## config.mk

```make
export PLATFORM = sky130hd
export DESIGN_NAME = register_read_stage_pipe
export DESIGN_NICKNAME = d
export VERILOG_FILES = /design/src/rtl/register_read_stage_pipe.sv
export SDC_FILE = /design/constraint.sdc
export NUM_CORES = 1
export LEC_CHECK = 0
export BUFFER_PORTS_ARGS = -buffer_cell sky130_fd_sc_hd__buf_2
export CORE_UTILIZATION = 45
export DETAILED_ROUTE_END_ITERATION = 6
export PLACE_DENSITY_LB_ADDON = 0.3
export SYNTH_ARGS = -nofsm -noshare
export SYNTH_HDL_FRONTEND = slang
export SYNTH_SLANG_ARGS = --single-unit
export TNS_END_PERCENT = 1
```

## constraint.sdc

```tcl
create_clock -name clk -period 2.13 [get_ports clk]
set_input_delay 0.3195 -clock clk [delete_from_list [all_inputs] [get_ports clk]]
set_output_delay 0.3195 -clock clk [all_outputs]
set_load 0.05 [all_outputs]
```

## src/rtl/register_read_stage_pipe.sv

```systemverilog
// Register read stage: NUM_REGS x DATA_W regfile (1W/2R, write-first bypass, imm override on op2)
// feeding a one-entry valid/ready output register with flush. REGREAD_HELD_REFRESH_EN enables held-operand refresh.
module register_read_stage_pipe #(
  parameter int DATA_W      = 32,
  parameter int NUM_REGS    = 8,
  parameter int IDX_W       = $clog2(NUM_REGS),
  parameter int CTRL_W      = 7,
  parameter int IMM_SEL_BIT = 6
) (
  input  logic              clk,
  input  logic              rst,
  input  logic [CTRL_W-1:0] ctrl,
  input  logic [DATA_W-1:0] imm,
  input  logic [IDX_W-1:0]  src1_idx,
  input  logic [IDX_W-1:0]  src2_idx,
  input  logic              in_valid,
  output logic              in_ready,
  input  logic              we,
  input  logic [IDX_W-1:0]  widx,
  input  logic [DATA_W-1:0] wdata,
  input  logic              flush,
  output logic              out_valid,
  input  logic              out_ready,
  output logic [DATA_W-1:0] reg1_read,
  output logic [DATA_W-1:0] reg2_read,
  output logic [CTRL_W-1:0] out_ctrl
);

  typedef struct packed {
    logic [DATA_W-1:0] r1;
    logic [DATA_W-1:0] r2;
    logic [CTRL_W-1:0] ctrl;
  } entry_t;

  function automatic logic idx_ok(input logic [IDX_W-1:0] idx);
    return int'(idx) < NUM_REGS;
  endfunction

  logic [DATA_W-1:0] rf [NUM_REGS];
  logic [DATA_W-1:0] op1, op2;
  logic              wr_en, capture, imm_sel;
  entry_t            ent;

  assign wr_en    = we && idx_ok(widx);
  assign imm_sel  = ctrl[IMM_SEL_BIT];
  assign in_ready = !out_valid || out_ready;
  assign capture  = in_valid && in_ready && !flush;

  always_ff @(posedge clk or negedge rst) begin
    if (!rst) begin
      for (int i = 0; i < NUM_REGS; i++) rf[i] <= '0;
    end else if (wr_en) begin
      rf[widx] <= wdata;
    end
  end

  // Write-first: a same-edge writeback is visible to the operand being captured.
  always_comb begin
    op1 = '0;
    op2 = '0;
    if (idx_ok(src1_idx)) op1 = (wr_en && widx == src1_idx) ? wdata : rf[src1_idx];
    if (imm_sel)               op2 = imm;
    else if (idx_ok(src2_idx)) op2 = (wr_en && widx == src2_idx) ? wdata : rf[src2_idx];
  end

`ifdef REGREAD_HELD_REFRESH_EN
  logic [IDX_W-1:0] held_s1, held_s2;
  logic             held_isel;
`endif

  always_ff @(posedge clk or negedge rst) begin
    if (!rst) begin
      out_valid <= 1'b0;
      ent       <= '0;
`ifdef REGREAD_HELD_REFRESH_EN
      held_s1   <= '0;
      held_s2   <= '0;
      held_isel <= 1'b0;
`endif
    end else if (flush) begin
      out_valid <= 1'b0;
    end else if (capture) begin
      out_valid <= 1'b1;
      ent       <= '{r1: op1, r2: op2, ctrl: ctrl};
`ifdef REGREAD_HELD_REFRESH_EN
      held_s1   <= src1_idx;
      held_s2   <= src2_idx;
      held_isel <= imm_sel;
`endif
    end else if (out_valid && !out_ready) begin
`ifdef REGREAD_HELD_REFRESH_EN
      // Stalled operands track late writebacks to their source registers.
      if (wr_en && widx == held_s1)               ent.r1 <= wdata;
      if (wr_en && !held_isel && widx == held_s2) ent.r2 <= wdata;
`endif
    end else begin
      out_valid <= 1'b0;
    end
  end

  assign reg1_read = ent.r1;
  assign reg2_read = ent.r2;
  assign out_ctrl  = ent.ctrl;

endmodule

```

==> flow_metrics.env <==
export IMPL_synthAdderAreaFrac=0
export IMPL_start_util=0.461
export IMPL_ys_ff_latch=328
export IMPL_yosysWarningCount=0
export IMPL_die_h_um=194
export IMPL_fin_ws_ns=0.0902
export IMPL_vias=11295
export IMPL_peakVddDrop_v=0.000539
export IMPL_cts_tree="yes"
export IMPL_instances_no_fill=1888
export IMPL_yosysTopAreaCell="dfrtp_1"
export IMPL_r2r_start="out_valid$_DFFE_PN0P_"
export IMPL_p_int_mw=13.8
export IMPL_clock_latency_ns=0.52
export IMPL_die_width_um=194
export IMPL_post_cts_buffers=0
export IMPL_drt_initial_drc_count=1057
export IMPL_clk_pin_slew_worst_paths_ns=0.06
export IMPL_synth_compound_area_frac=0.0783
export IMPL_dpl_cell_count=1824
export IMPL_muxShareOfSynthArea=0.319
export IMPL_synth_area_per_cell_um2=13.3
export IMPL_grt_pass1_wl_um=70600
export IMPL_critical_path_arrival_ns=2.44
export IMPL_setup_viol=0
export IMPL_grt_pass1_vias=11593
export IMPL_ff2ff_path_depth=7
export IMPL_slew_headroom=0.323
export IMPL_leakage_nw=8.57
export IMPL_synthArstFlopShare=1.00
export IMPL_r2r_slack_ns=0.09
export IMPL_cellPowerDensity_nw_per_um2=1030
export IMPL_routed_wirelength_um=45300
export IMPL_skew_ns=0.0111
export IMPL_routedWlPerCell_um=24.0
export IMPL_dp_hpwl_um=27900
export IMPL_htree_levels=2
export IMPL_layout_common_cells="dfrtp_1, buf_2, nand2_1, o21ai_0, mux4_2"
export IMPL_worstSetupPathType="reg -> reg"
export IMPL_hold_violations=0
export IMPL_max_freq_mhz=490
export IMPL_crit_path_end="reg1_read[6]$_DFFE_PN0P_"
export IMPL_drv_slew=0
export IMPL_comb_power_share=0.252
export IMPL_n_antenna_cell=0
export IMPL_antenna_found_initial=3
export IMPL_pwr_share_seq=0.427
export IMPL_synthCells=1249
export IMPL_rows=69
export IMPL_dp_slack_ns=-0.0944
export IMPL_crit_path_start_kind="register"
export IMPL_synth_seq_area_share=0.496
export IMPL_min_path_type="in -> reg"
export IMPL_synth_xor_area_share=0.00317
export IMPL_tightest_slew_ns=1.02
export IMPL_max_cap_violations=0
export IMPL_synth_top_family_by_area="multiplexers"
export IMPL_synth_cell_types=30
export IMPL_critPathLaunch="out_valid$_DFFE_PN0P_"
export IMPL_synth_edf_count=0
export IMPL_ioPinCount=159
export IMPL_grt_max_degree=65
export IMPL_synthTopCellsByArea="dfrtp_1, mux4_2, mux2_2, mux2i_1, o21ai_0"
export IMPL_fin_crit_ns=2.04
export IMPL_cts_buffer_depth=3
export IMPL_synth_nets=1335
export IMPL_ant_nets=0
export IMPL_cts_buffers=35
export IMPL_syn_area_um2=16600
export IMPL_drc=0
export IMPL_vias_per_cell=5.98
export IMPL_cp_end_kind="register"
export IMPL_dr_pass1_iters=4
export IMPL_coreArea_um2=35900
export IMPL_rsz0062_at_grt="no"
export IMPL_path_max_fanout=31
export IMPL_synth_top_area_frac=0.496
export IMPL_hold_start="ctrl[2]"
export IMPL_reg2reg_to="reg1_read[6]$_DFFE_PN0P_"
export IMPL_switchingPower_mw=6.30
export IMPL_fin_crit_sh=0.958
export IMPL_synth_main_ff_cell="dfrtp_1"
export IMPL_grt_use_total=0.247
export IMPL_layout_commonest_cell="dfrtp_1"
export IMPL_die_area_um2=37600
export IMPL_switching_share=0.314
export IMPL_nets=1489
export IMPL_drive_gt1_frac=0.386
export IMPL_syn_to_final_growth_pct=17.6
export IMPL_cts_sinks=328
export IMPL_grt_remaining_overflow=0
export IMPL_required_ns=2.53
export IMPL_status="completed"
export IMPL_synth_simple_area_share=0.0637
export IMPL_place_gp_congestion=0.796
export IMPL_root_buffer="clkbuf_16"
export IMPL_clockPowerShare=0.320
export IMPL_portBuffers=158
==> flip-flops by register name (all words and copies together) (netlist names) <==
name	flops
reg1_read	32
rf	256
out_valid	1
out_ctrl	7
reg2_read	32
==> cell type report <==
type	count	area [um^2]
fill	3014	16400
sequential	328	8210
multi-input combinational	784	7740
timing repair buffer	221	1620
clock buffer	45	996
tap	461	577
clock inverter	16	220
inverter	33	124
==> cell families after synthesis <==
| kind of cell | Yosys count |
|---|---|
| mux | 352 |
| buf+inv | 137 |
| simple gates | 234 |
| flops | 328 |
| compound gates | 192 |
| xor+xnor | 6 |
==> worst max-delay path, cell delays in order (launching register included) <==
cell,delay (ns)
dfrtp_1,0.35
nor2b_1,0.21
inv_2,0.05
nand3b_1,0.21
buf_4,0.20
buf_4,0.43
nor3_1,0.17
a221o_1,0.28
==> Yosys cell counts, types with 10 or more instances <==
library cell / instances
dfrtp_1: 328
nand2_1: 150
mux4_2: 128
o21ai_0: 128
mux2_2: 127
mux2i_1: 96
clkbuf_1: 45
buf_2: 38
nand2b_1: 33
a221oi_1: 32
inv_1: 32
nor3_1: 23
a221o_1: 21
nor2_1: 14
a221oi_2: 11
buf_4: 10
==> power groups by stage <==
stage | registers (mW) | clock network (mW) | logic (mW)
floorplan | 9.45 | 0 | 2.71
global placement | 8.61 | 0 | 4.97
finish | 8.58 | 6.43 | 5.07
detailed placement | 8.65 | 0 | 5.08
global route | 8.75 | 6.78 | 5.45
CTS | 8.56 | 6.53 | 5.11
==> metal layers <==
metal	GRT usage	up-vias	wire, um
met3	0.0409	90	2780
li1	-	4980	-
met1	0.349	5846	20100
met2	0.391	373	21100
met4	0.0770	6	1310
met5	0	-	34
==> stage by stage <==
step | power [mW] | hold slack (ns) | setup TNS, ns | utilization | instance area, um^2
floorplan | 12.2 | 0.0239 | 0 | - | 16600
global placement | 13.6 | 0.286 | -3.53 | 0.507 | 18200
detailed placement | 13.7 | 0.292 | -1.59 | 0.507 | 18200
CTS | 20.2 | 0.00523 | 0 | 0.543 | 19500
global route | 21.0 | 0.00942 | 0 | 0.543 | 19500
finish | 20.1 | 0.0137 | 0 | 0.543 | 19500
==> timing repair <==
action / CTS / global route
hold buffers: 3 / 0
resized for setup: 2 / 0
endpoints found under the hold margin: 53 / 0
endpoints found under the setup margin: 27 / 0
==> how the worst min path moves through the flow <==
stage | end | slack [ns] | cells after the start
final | out_ctrl[2]$_DFFE_PN0P_ | 0.01 | 3
after global routing | out_ctrl[2]$_DFFE_PN0P_ | 0.009 | 3
after CTS | out_ctrl[2]$_DFFE_PN0P_ | 0.005 | 3
after detailed placement | out_ctrl[1]$_DFFE_PN0P_ | 0.29 | 1
after global placement | out_ctrl[0]$_DFFE_PN0P_ | 0.29 | 1
after floorplan | out_ctrl[0]$_DFFE_PN0P_ | 0.02 | 0
No activity file was read; power rests on OpenSTA's default activity.
